## src/rtl/core_wb_if.sv

```systemverilog
// rtl/core_wb_if.sv - mw_* handshake bundle from the memory-access stage into write-back
interface core_wb_if;
  logic        mw_valid;
  logic        mw_ready;
  logic [31:0] mw_reg_data;
  logic [31:0] mw_mem_data;
  logic        mw_mem_data_valid;
  logic [31:0] mw_csr_data;
  logic [4:0]  mw_rd;
  logic        mw_reg_write;
  logic        mw_reg_write_sel;
  logic [11:0] mw_csr;
  logic        mw_csr_write;

  modport master (
    output mw_valid, mw_reg_data, mw_mem_data, mw_mem_data_valid, mw_csr_data,
    output mw_rd, mw_reg_write, mw_reg_write_sel, mw_csr, mw_csr_write,
    input  mw_ready
  );

  modport slave (
    input  mw_valid, mw_reg_data, mw_mem_data, mw_mem_data_valid, mw_csr_data,
    input  mw_rd, mw_reg_write, mw_reg_write_sel, mw_csr, mw_csr_write,
    output mw_ready
  );
endinterface

```

## src/rtl/core_wb.sv

```systemverilog
// rtl/core_wb.sv - write-back stage: waits for load data, commits one registered RF/CSR write per instruction
// Optional retired-instruction counter enabled by CORE_WB_INSTRET_EN.
module core_wb (
  input  logic        clk,
  input  logic        rest,
  core_wb_if.slave    mw,
  output logic        rf_wr_en,
  output logic [4:0]  rf_wr_addr,
  output logic [31:0] rf_wr_data,
  output logic        csr_wr_en,
  output logic [11:0] csr_wr_addr,
  output logic [31:0] csr_wr_data,
  output logic        retire,
  output logic [63:0] instret
);

  typedef enum logic [0:0] {
    IDLE     = 1'b0,
    WAIT_MEM = 1'b1
  } state_e;

  state_e      state_q, state_d;

  logic [4:0]  hold_rd_q, hold_rd_d;
  logic        hold_reg_write_q, hold_reg_write_d;
  logic        hold_sel_q, hold_sel_d;
  logic [31:0] hold_reg_data_q, hold_reg_data_d;
  logic [11:0] hold_csr_q, hold_csr_d;
  logic        hold_csr_write_q, hold_csr_write_d;
  logic [31:0] hold_csr_data_q, hold_csr_data_d;

  logic        rf_wr_en_q, rf_wr_en_d;
  logic [4:0]  rf_wr_addr_q, rf_wr_addr_d;
  logic [31:0] rf_wr_data_q, rf_wr_data_d;
  logic        csr_wr_en_q, csr_wr_en_d;
  logic [11:0] csr_wr_addr_q, csr_wr_addr_d;
  logic [31:0] csr_wr_data_q, csr_wr_data_d;
  logic        retire_q, retire_d;

  logic        commit;
  logic [4:0]  c_rd;
  logic        c_reg_write;
  logic [31:0] c_data;
  logic [11:0] c_csr;
  logic        c_csr_write;
  logic [31:0] c_csr_data;

  assign mw.mw_ready = (state_q == IDLE);

  always_comb begin
    state_d          = state_q;
    hold_rd_d        = hold_rd_q;
    hold_reg_write_d = hold_reg_write_q;
    hold_sel_d       = hold_sel_q;
    hold_reg_data_d  = hold_reg_data_q;
    hold_csr_d       = hold_csr_q;
    hold_csr_write_d = hold_csr_write_q;
    hold_csr_data_d  = hold_csr_data_q;

    commit      = 1'b0;
    c_rd        = hold_rd_q;
    c_reg_write = hold_reg_write_q;
    c_data      = hold_sel_q ? mw.mw_mem_data : hold_reg_data_q;
    c_csr       = hold_csr_q;
    c_csr_write = hold_csr_write_q;
    c_csr_data  = hold_csr_data_q;

    case (state_q)
      IDLE: begin
        if (mw.mw_valid) begin
          hold_rd_d        = mw.mw_rd;
          hold_reg_write_d = mw.mw_reg_write;
          hold_sel_d       = mw.mw_reg_write_sel;
          hold_reg_data_d  = mw.mw_reg_data;
          hold_csr_d       = mw.mw_csr;
          hold_csr_write_d = mw.mw_csr_write;
          hold_csr_data_d  = mw.mw_csr_data;
          // Loads whose data arrives with the instruction commit without stalling.
          if (!mw.mw_reg_write_sel || mw.mw_mem_data_valid) begin
            commit      = 1'b1;
            c_rd        = mw.mw_rd;
            c_reg_write = mw.mw_reg_write;
            c_data      = mw.mw_reg_write_sel ? mw.mw_mem_data : mw.mw_reg_data;
            c_csr       = mw.mw_csr;
            c_csr_write = mw.mw_csr_write;
            c_csr_data  = mw.mw_csr_data;
          end else begin
            state_d = WAIT_MEM;
          end
        end
      end
      WAIT_MEM: begin
        if (mw.mw_mem_data_valid) begin
          commit  = 1'b1;
          state_d = IDLE;
        end
      end
      default: state_d = IDLE;
    endcase

    retire_d      = commit;
    rf_wr_en_d    = commit && c_reg_write && (c_rd != 5'd0);
    csr_wr_en_d   = commit && c_csr_write;
    rf_wr_addr_d  = rf_wr_addr_q;
    rf_wr_data_d  = rf_wr_data_q;
    csr_wr_addr_d = csr_wr_addr_q;
    csr_wr_data_d = csr_wr_data_q;
    if (commit) begin
      rf_wr_addr_d  = c_rd;
      rf_wr_data_d  = c_data;
      csr_wr_addr_d = c_csr;
      csr_wr_data_d = c_csr_data;
    end
  end

  always_ff @(posedge clk) begin
    if (rest) begin
      state_q          <= IDLE;
      hold_rd_q        <= '0;
      hold_reg_write_q <= 1'b0;
      hold_sel_q       <= 1'b0;
      hold_reg_data_q  <= '0;
      hold_csr_q       <= '0;
      hold_csr_write_q <= 1'b0;
      hold_csr_data_q  <= '0;
      rf_wr_en_q       <= 1'b0;
      rf_wr_addr_q     <= '0;
      rf_wr_data_q     <= '0;
      csr_wr_en_q      <= 1'b0;
      csr_wr_addr_q    <= '0;
      csr_wr_data_q    <= '0;
      retire_q         <= 1'b0;
    end else begin
      state_q          <= state_d;
      hold_rd_q        <= hold_rd_d;
      hold_reg_write_q <= hold_reg_write_d;
      hold_sel_q       <= hold_sel_d;
      hold_reg_data_q  <= hold_reg_data_d;
      hold_csr_q       <= hold_csr_d;
      hold_csr_write_q <= hold_csr_write_d;
      hold_csr_data_q  <= hold_csr_data_d;
      rf_wr_en_q       <= rf_wr_en_d;
      rf_wr_addr_q     <= rf_wr_addr_d;
      rf_wr_data_q     <= rf_wr_data_d;
      csr_wr_en_q      <= csr_wr_en_d;
      csr_wr_addr_q    <= csr_wr_addr_d;
      csr_wr_data_q    <= csr_wr_data_d;
      retire_q         <= retire_d;
    end
  end

  assign rf_wr_en    = rf_wr_en_q;
  assign rf_wr_addr  = rf_wr_addr_q;
  assign rf_wr_data  = rf_wr_data_q;
  assign csr_wr_en   = csr_wr_en_q;
  assign csr_wr_addr = csr_wr_addr_q;
  assign csr_wr_data = csr_wr_data_q;
  assign retire      = retire_q;

`ifdef CORE_WB_INSTRET_EN
  logic [63:0] instret_q, instret_d;

  // Counts the visible retire pulse, so instret lags retire by one cycle.
  always_comb begin
    instret_d = instret_q;
    if (retire_q) instret_d = instret_q + 64'd1;
  end

  always_ff @(posedge clk) begin
    if (rest) instret_q <= '0;
    else      instret_q <= instret_d;
  end

  assign instret = instret_q;
`else
  assign instret = 64'd0;
`endif

endmodule

```

## src/flat_wrapper.sv

```systemverilog
// flat-port wrapper written by rule: the top's interface ports become plain ports
module core_wb_flat 
  (clk, rest, rf_wr_en, rf_wr_addr, rf_wr_data, csr_wr_en, csr_wr_addr, csr_wr_data, retire, instret, mw_mw_valid, mw_mw_reg_data, mw_mw_mem_data, mw_mw_mem_data_valid, mw_mw_csr_data, mw_mw_rd, mw_mw_reg_write, mw_mw_reg_write_sel, mw_mw_csr, mw_mw_csr_write, mw_mw_ready);
  core_wb_if mw_i ();
  input  logic clk;
  input  logic rest;
  output logic rf_wr_en;
  output logic [4:0] rf_wr_addr;
  output logic [31:0] rf_wr_data;
  output logic csr_wr_en;
  output logic [11:0] csr_wr_addr;
  output logic [31:0] csr_wr_data;
  output logic retire;
  output logic [63:0] instret;
  input wire logic [$bits(mw_i.mw_valid)-1:0] mw_mw_valid;
  input wire logic [$bits(mw_i.mw_reg_data)-1:0] mw_mw_reg_data;
  input wire logic [$bits(mw_i.mw_mem_data)-1:0] mw_mw_mem_data;
  input wire logic [$bits(mw_i.mw_mem_data_valid)-1:0] mw_mw_mem_data_valid;
  input wire logic [$bits(mw_i.mw_csr_data)-1:0] mw_mw_csr_data;
  input wire logic [$bits(mw_i.mw_rd)-1:0] mw_mw_rd;
  input wire logic [$bits(mw_i.mw_reg_write)-1:0] mw_mw_reg_write;
  input wire logic [$bits(mw_i.mw_reg_write_sel)-1:0] mw_mw_reg_write_sel;
  input wire logic [$bits(mw_i.mw_csr)-1:0] mw_mw_csr;
  input wire logic [$bits(mw_i.mw_csr_write)-1:0] mw_mw_csr_write;
  output wire logic [$bits(mw_i.mw_ready)-1:0] mw_mw_ready;
  assign mw_i.mw_valid = mw_mw_valid;
  assign mw_i.mw_reg_data = mw_mw_reg_data;
  assign mw_i.mw_mem_data = mw_mw_mem_data;
  assign mw_i.mw_mem_data_valid = mw_mw_mem_data_valid;
  assign mw_i.mw_csr_data = mw_mw_csr_data;
  assign mw_i.mw_rd = mw_mw_rd;
  assign mw_i.mw_reg_write = mw_mw_reg_write;
  assign mw_i.mw_reg_write_sel = mw_mw_reg_write_sel;
  assign mw_i.mw_csr = mw_mw_csr;
  assign mw_i.mw_csr_write = mw_mw_csr_write;
  assign mw_mw_ready = mw_i.mw_ready;
  core_wb u_core (.clk(clk), .rest(rest), .mw(mw_i), .rf_wr_en(rf_wr_en), .rf_wr_addr(rf_wr_addr), .rf_wr_data(rf_wr_data), .csr_wr_en(csr_wr_en), .csr_wr_addr(csr_wr_addr), .csr_wr_data(csr_wr_data), .retire(retire), .instret(instret));
endmodule
```

## config.mk

```make
export PLATFORM = sky130hd
export DESIGN_NAME = core_wb_flat
export DESIGN_NICKNAME = d
export VERILOG_FILES = /design/src/rtl/core_wb_if.sv /design/src/rtl/core_wb.sv /design/src/flat_wrapper.sv
export SDC_FILE = /design/constraint.sdc
export NUM_CORES = 1
export LEC_CHECK = 0
export CAP_MARGIN = 30
export CORE_MARGIN = 1.5
export CORE_UTILIZATION = 49
export CTS_CLUSTER_SIZE = 10
export DETAILED_ROUTE_END_ITERATION = 8
export GPL_ROUTABILITY_DRIVEN = 0
export MAX_ROUTING_LAYER = met4
export PLACE_DENSITY = 0.82
export SETUP_SLACK_MARGIN = 0.15
export SLEW_MARGIN = 5
export SYNTH_ARGS = -nofsm -noshare
export SYNTH_HDL_FRONTEND = slang
export SYNTH_SLANG_ARGS = --single-unit
```

## constraint.sdc

```tcl
create_clock -name clk -period 3.7 [get_ports clk]
set_clock_uncertainty 0.1 [all_clocks]
set_input_delay 0.555 -clock clk [delete_from_list [all_inputs] [get_ports clk]]
set_output_delay 0.555 -clock clk [all_outputs]
set_load 0.01 [all_outputs]
```

==> summary.log, run 1 <==
qor: run_status.run_status completed
qor: layout.finalInstanceArea 10,200 um2
qor: timing.count_of_pins_over_their_slew_limit 0
qor: die.die-width 129 um
qor: global_route.grt_max_degree 72
qor: setup_path.timing.critical_path.fanout_max 29
qor: setup_path.critPathLaunchType primary input
qor: die.rows 45
qor: layout.fillers 1,302
qor: timing.setup_viol 0
qor: detailed_routing.final_routed_wire_length_divided_by_cell_count 15.5 um
qor: clock_tree.cts.clk_slew.worst_paths 0.06 ns
qor: synthesis.yosys_most_used_dff sky130_fd_sc_hd__dfxtp_1
qor: power_and_ir_drop.netSwitchingFraction 24.9%
qor: layout.design.final.nets 1,275
qor: die.die_height 129 um
qor: die.top_level_ports 269
qor: clock_tree.numCtsBuffers 17
qor: global_route.via_count_of_the_first_global_routing_pass 6,552
qor: timing.worstMarginPinSlew 0.831 ns
qor: timing.finalCritPeriodShare 67.6%
qor: detailed_routing.avgViaCountPerCell 5.31
qor: die.initial_utilization 50.6%
qor: layout.drive_above_1_share 4.71%
qor: setup_path.cpLargestDelayFamily buffers and inverters
qor: synthesis.synthesized_netlist_cell_count 1,004
qor: clock_tree.clockRootBuffer sky130_fd_sc_hd__clkbuf_16
qor: detailed_routing.antenna_violating_nets_post_route 0
qor: placement.detailedPlace.worstSlack 0.773 ns
qor: detailed_routing.finalWirelength 21,300 um
qor: synthesis.number_of_synthesized_register_bits 169
qor: clock_tree.clockBufferDepth 2
qor: global_route.grt_pass1_wl 33,100 um
qor: synthesis.number_of_flops_mapped_to_enable_cells_by_yosys 0
qor: timing.slew_headroom 44.6%
qor: timing.totalNegativeSetupSlack 0 ns
qor: clock_tree.postCtsHoldBufs 0
qor: power_and_ir_drop.pwr-share-seq 43.1%
qor: global_route.grt_antenna_before_repair 0
qor: synthesis.synth.yosys.seq_area_share 43.7%
qor: synthesis.async_reset_ff_share 0%
qor: detailed_routing.num_vias 7,321
qor: timing.final_critical_path_setup_slack 1.20 ns
qor: setup_path.setup.reg_to_reg.worst_slack 1.61 ns
qor: clock_tree.tritoncts built
qor: timing.period_minus_slack 2.50 ns
qor: clock_tree.post-cts-setup-buffer-count 0
qor: power_and_ir_drop.total_leakage_power 0.00392 uW
qor: layout.syn2layout_area_growth 31.7%
qor: timing.whs 0.349 ns
qor: timing.max_clock_freq 400 MHz
qor: power_and_ir_drop.powerDensity 457 nW/um2
qor: global_route.globalRouteOverflowTotal 0
qor: placement.hpwlAfterDp 13,600 um
qor: setup_path.endpoint_kind flop
qor: clock_tree.htree_num_levels 4
qor: detailed_routing.drt-initial-drc-count 554
qor: global_route.grt.total_usage 26.0%
qor: synthesis.yosys_cell_types 26
qor: synthesis.synth_warnings 0
qor: die.fp.dieArea 16,600 um2
qor: setup_path.crit_buf_inv 2
qor: placement.port_buffers 204
qor: layout.num_antenna_cells 0
qor: power_and_ir_drop.cellInternalPower 3500 uW
qor: setup_path.path_cells clkdlybuf4s50_1 > nor2b_4 > nand2_2 > buf_4 > a311oi_1
qor: clock_tree.clock-sinks 169
qor: setup_path.critPathArrivalTime 2.73 ns
qor: die.core_area 15,300 um2
qor: clock_tree.clock_latency 0.42 ns
qor: power_and_ir_drop.netSwitchingPower 1160 uW
qor: detailed_routing.detailedRoute.firstPassIterationCount 5
qor: power_and_ir_drop.clockPowerShare 41.0%
qor: power_and_ir_drop.power.total 4660 uW
qor: timing.final_hold_viol_count 0
qor: setup_path.cp_slowest_stage_delay 0.59 ns
qor: placement.place_area 9570 um2
qor: power_and_ir_drop.comb_power_share 15.9%
qor: power_and_ir_drop.vdd.ir_drop.worst 309 uV
qor: detailed_routing.remaining_drc_errors 0
qor: clock_tree.post_cts_resize_count 0
qor: synthesis.synth.avg_cell_area 7.72 um2
qor: setup_path.worstPathRequired 3.93 ns
qor: setup_path.crit_type primary input to flop
qor: job.max_cap_violations 0
qor: timing.rsz0062_at_grt false
qor: setup_path.worst_path_max_delay_cell sky130_fd_sc_hd__clkdlybuf4s50_1
qor: synthesis.syn-cell-area 7750 um2
qor: min_path.worstHoldPathType flop to flop
==> layout by cell type, fill, tap and decap left out, drive strengths merged <==
| cell | Yosys | routed |
|---|---|---|
| clkdlybuf4s50 | 0 | 203 |
| buf | 102 | 18 |
| o32a | 32 | 32 |
| a311oi | 37 | 37 |
| dfxtp | 169 | 169 |
| clkinvlp | 0 | 1 |
| nand2b | 1 | 1 |
| a22oi | 13 | 13 |
| and3 | 32 | 32 |
| nor3 | 1 | 1 |
| nor2 | 104 | 104 |
| a211oi | 32 | 32 |
| conb | 1 | 64 |
| a21oi | 130 | 130 |
| clkinv | 0 | 5 |
| or4 | 2 | 2 |
| and2 | 2 | 2 |
| inv | 4 | 4 |
| o41ai | 1 | 1 |
| nor2b | 33 | 33 |
| nand2 | 257 | 257 |
| bufinv | 0 | 5 |
| clkbuf | 50 | 20 |
| o2111ai | 1 | 1 |
==> power groups by stage <==
stage          Clock [uW]  Sequential (uW)  Combinational, uW
6_report             1910             2010                741
3_3_place_gp            0             2040                726
2_1_floorplan           0             2060                413
5_1_grt              2020             2020                808
4_1_cts              1940             2010                739
3_5_place_dp            0             2050                735
==> worst paths after layout <==
path,from,end,depth (start not counted)
max reg2reg,u_core.state_q,u_core.csr_wr_data[28],4
min,u_core.hold_reg_data_q[14],u_core.hold_reg_data_q[14],2
min reg2reg,u_core.hold_reg_data_q[14],u_core.hold_reg_data_q[14],2
max,mw_mw_valid,u_core.csr_wr_data[28],5
==> cell usage after synthesis (all sizes together) (4+ instances only) <==
library cell  instances  area, um2
a21oi               130        654
nor2b                33        206
a22oi                13       97.6
a211oi               32        240
dfxtp               169       3380
o32a                 32        320
and3                 32        200
clkbuf               50        188
nand2               257        967
buf                 102        693
nor2                104        390
a311oi               37        324
inv                   4       15.0
==> kinds of logic after synthesis <==
logic type             count (synthesis)  share of synthesized area, %
DFF                                  169                          43.7
other                                  1                        0.0484
buffers and inverters                156                          11.6
AOI/OAI and AO/OA                    246                          21.3
and+or+nand+nor                      432                          23.4
==> sequential cells by signal, indices dropped and copies added, names as in the netlist <==
name / cells
u_core.rf_wr_data: 32
u_core.state_q: 1
u_core.csr_wr_addr: 12
u_core.rf_wr_addr: 5
u_core.hold_csr_data_q: 32
u_core.hold_csr_q: 12
u_core.hold_reg_write_q: 1
u_core.rf_wr_en: 1
u_core.csr_wr_data: 32
u_core.hold_reg_data_q: 32
u_core.csr_wr_en: 1
u_core.hold_rd_q: 5
u_core.hold_sel_q: 1
u_core.hold_csr_write_q: 1
u_core.retire: 1
==> cell type report <==
cell class | instances | area [um2] | share of cell area (%)
sequential | 169 | 3380 | 33.2
timing repair buffer | 221 | 2180 | 21.4
clock buffer | 20 | 437 | 4.28
inverter | 4 | 15.0 | 0.147
tap | 211 | 264 | 2.59
clock inverter | 11 | 198 | 1.94
multi-input combinational | 742 | 3730 | 36.5
==> metal layers <==
layer / vias up / GRT usage, % / share of wire (%)
li1: 3598 / - / -
met1: 3357 / 33.8 / 43
met2: 329 / 40.4 / 47
met3: 37 / 4.78 / 8.0
met4: 0 / 9.78 / 2.2
met5: - / - / 0
==> worst reg2reg max path: stages, from the launching register on <==
cell	delay, ns
sky130_fd_sc_hd__dfxtp_1	0.38
sky130_fd_sc_hd__nor2b_4	0.42
sky130_fd_sc_hd__nand2_2	0.46
sky130_fd_sc_hd__buf_4	0.39
sky130_fd_sc_hd__a311oi_1	0.26
==> metrics by stage <==
stage               cells  util (%)
floorplan            1067         -
global placement     1347      62.5
detailed placement   1347      62.5
CTS                  1378      66.6
global route         1378      66.6
finish               1378      66.6
(Power assumes the default switching activity.)
==> inputs of run 2 (changes only) <==
- CORE_UTILIZATION: 49 -> 41
- PLACE_DENSITY: 0.82 -> 0.73
- clock period: 3.7 -> 2.3 ns (I/O delays scaled with it)
==> run 2 against run 1 <==
Sequential share of layout area decreased by 0.77 points. Total power increased by 59%. Utilization shrank 11 points. Setup slack worse by 0.87 ns. Critical path depth decreased by 3. Worst hold slack got worse by 0.10 ns. Critical path type is now flop to output pin. Largest power group unchanged.
==> summary.log, run 2 (synthesized netlist as in run 1, its figures left out) <==
qor: run_status.run_status completed [unchanged]
qor: setup_path.crit_path_start u_core.state_q [was mw_mw_valid]
qor: layout.fillers 1,712 [was 1,302]
qor: setup_path.timing.critical_path.fanout_max 5 [was 29]
qor: die.top_level_ports 269 [unchanged]
qor: min_path.hold_path_startpoint rest [was u_core.hold_reg_data_q[14]]
qor: setup_path.endpoint_kind output pin [was flop]
qor: setup_path.worst_path_max_delay_cell sky130_fd_sc_hd__clkdlybuf4s50_1 [unchanged]
qor: die.die_height 140 um [was 129 um]
qor: min_path.worstHoldPathType primary input to flop [was flop to flop]
qor: placement.place_area 9840 um2 [was 9570 um2]
qor: layout.design.final.nets 1,290 [was 1,275]
qor: timing.max_clock_freq 507 MHz
qor: power_and_ir_drop.vdd.ir_drop.worst 551 uV [was 309 uV]
qor: detailed_routing.num_vias 7,430 [was 7,321]
qor: layout.layout_common_cells 254 x sky130_fd_sc_hd__nand2_1, 203 x sky130_fd_sc_hd__clkdlybuf4s50_1, 168 x sky130_fd_sc_hd__dfxtp_1 [unchanged]
qor: detailed_routing.detailedRoute.firstPassIterationCount 7 [was 5]
qor: layout.mostFrequentLayoutCell sky130_fd_sc_hd__nand2_1 [unchanged]
qor: detailed_routing.remaining_drc_errors 0 [unchanged]
qor: clock_tree.post_cts_resize_count 0 [unchanged]
qor: clock_tree.clock_latency 0.42 ns [about the same]
qor: placement.hpwlAfterDp 14,500 um [was 13,600 um]
qor: clock_tree.tritoncts built [unchanged]
qor: die.initial_utilization 41.6% [was 50.6%]
qor: timing.rsz0062_at_grt false [unchanged]
qor: timing.finalCritPeriodShare 85.8%
qor: global_route.globalRouteOverflowTotal 0 [unchanged]
qor: clock_tree.postCtsHoldBufs 0 [unchanged]
qor: setup_path.path_cells inv_1 > clkdlybuf4s50_1 [was clkdlybuf4s50_1 > nor2b_4 > nand2_2 > buf_4 > a311oi_1]
qor: detailed_routing.final_routed_wire_length_divided_by_cell_count 15.7 um [was 15.5 um]
qor: timing.period_minus_slack 1.97 ns
qor: power_and_ir_drop.total_leakage_power 0.00403 uW [was 0.00392 uW]
qor: detailed_routing.antenna_violating_nets_post_route 0 [unchanged]
qor: timing.count_of_pins_over_their_slew_limit 0 [unchanged]
qor: layout.finalInstanceArea 10,400 um2 [was 10,200 um2]
qor: setup_path.critPathArrivalTime 1.53 ns [was 2.73 ns]
qor: clock_tree.clockRootBuffer sky130_fd_sc_hd__clkbuf_16 [unchanged]
qor: timing.final_hold_viol_count 0 [unchanged]
qor: clock_tree.clock-sinks 169 [unchanged]
qor: setup_path.worst_r2r_startpoint u_core.hold_sel_q [was u_core.state_q]
qor: clock_tree.clockBufferDepth 2 [unchanged]
qor: global_route.via_count_of_the_first_global_routing_pass 6,856 [was 6,552]
qor: die.fp.dieArea 19,700 um2 [was 16,600 um2]
qor: detailed_routing.avgViaCountPerCell 5.24 [was 5.31]
qor: timing.setup_viol 0 [unchanged]
qor: global_route.grt_pass1_wl 35,800 um [was 33,100 um]
qor: global_route.grt_max_degree 56 [was 72]
qor: die.core_area 18,600 um2 [was 15,300 um2]
qor: timing.totalNegativeSetupSlack 0 ns [unchanged]
qor: detailed_routing.finalWirelength 22,300 um [was 21,300 um]
qor: global_route.grt_antenna_before_repair 0 [unchanged]
qor: clock_tree.htree_num_levels 4 [unchanged]
qor: setup_path.critPathLaunchType flop [was primary input]
qor: clock_tree.cts.clk_slew.worst_paths 0.07 ns [was 0.06 ns]
qor: setup_path.cp_slowest_stage_delay 0.53 ns [was 0.59 ns]
qor: detailed_routing.drt-initial-drc-count 372 [was 554]
qor: die.rows 50 [was 45]
qor: layout.syn2layout_area_growth 34.8% [was 31.7%]
qor: setup_path.worstPathRequired 1.86 ns [was 3.93 ns]
qor: layout.drive_above_1_share 6.26% [was 4.71%]
qor: clock_tree.numCtsBuffers 17 [unchanged]
qor: global_route.grt.total_usage 23.1% [was 26.0%]
qor: job.max_cap_violations 0 [unchanged]
qor: setup_path.crit_type flop to output pin [was primary input to flop]
qor: die.die-width 140 um [was 129 um]
qor: power_and_ir_drop.powerDensity 711 nW/um2 [was 457 nW/um2]
qor: clock_tree.post-cts-setup-buffer-count 0 [unchanged]
qor: placement.port_buffers 204 [unchanged]
[run 2: changes by cell type in the layout (fill, tap and decap cells not counted), sizes merged]
cell | before | now
buf | 18 | 33
bufinv | 5 | 2
clkbuf | 20 | 19
clkinv | 5 | 3
diode | 0 | 1
inv | 4 | 11
[run 2: area by class of cell]
cell class              instances  area, um2  share of cell area, %
diodes                          1       2.50                 0.0240
clock buffers                  19        453                   4.34
clock inverters                13        154                   1.47
inverters                       4       15.0                  0.144
multi-input cells             742       3730                   35.7
flip-flops and latches        169       3380                   32.4
well taps                     234        293                   2.80
repair buffers                236       2420                   23.1
[run 2: worst max-delay path, delay by kind of cell, from the launching register on]
family                 cells  cell delay, ns
buffers and inverters      2            0.66
flip-flops                 1            0.45
[run 2: report_power, final]
part / internal (uW) / switching [uW]
Sequential: 3120 / 108
Combinational: 632 / 623
Clock: 1690 / 1260
[run 2: per-layer routing]
layer | vias up | global-route usage [%] | share of wire, %
met3 | 12 | 5.54 | 7.3
met4 | 0 | 6.14 | 0.74
li1 | 3632 | - | -
met2 | 292 | 35.5 | 46
met1 | 3494 | 30.6 | 46
met5 | - | - | 0
[run 2: per-stage QoR]
step	worst slack (ns)	instances	power, uW	utilization (%)	hold slack [ns]
2_1_floorplan	0.712	1067	3980	-	0.332
3_3_place_gp	0.263	1385	4530	52.8	0.337
3_5_place_dp	0.193	1385	4540	52.8	0.342
4_1_cts	0.302	1417	7490	56.0	0.226
5_1_grt	0.257	1417	7740	56.0	0.249
6_report	0.326	1418	7430	56.0	0.245
[run 2: final timing paths]
| check | to | slack [ns] | cells after the start |
|---|---|---|---|
| setup / recovery | mw_mw_ready | 0.33 | 2 |
| hold / removal | u_core.rf_wr_data[15] | 0.25 | 2 |
| setup reg to reg | u_core.rf_wr_data[4] | 0.69 | 5 |
| hold reg to reg | u_core.hold_reg_data_q[26] | 0.35 | 2 |
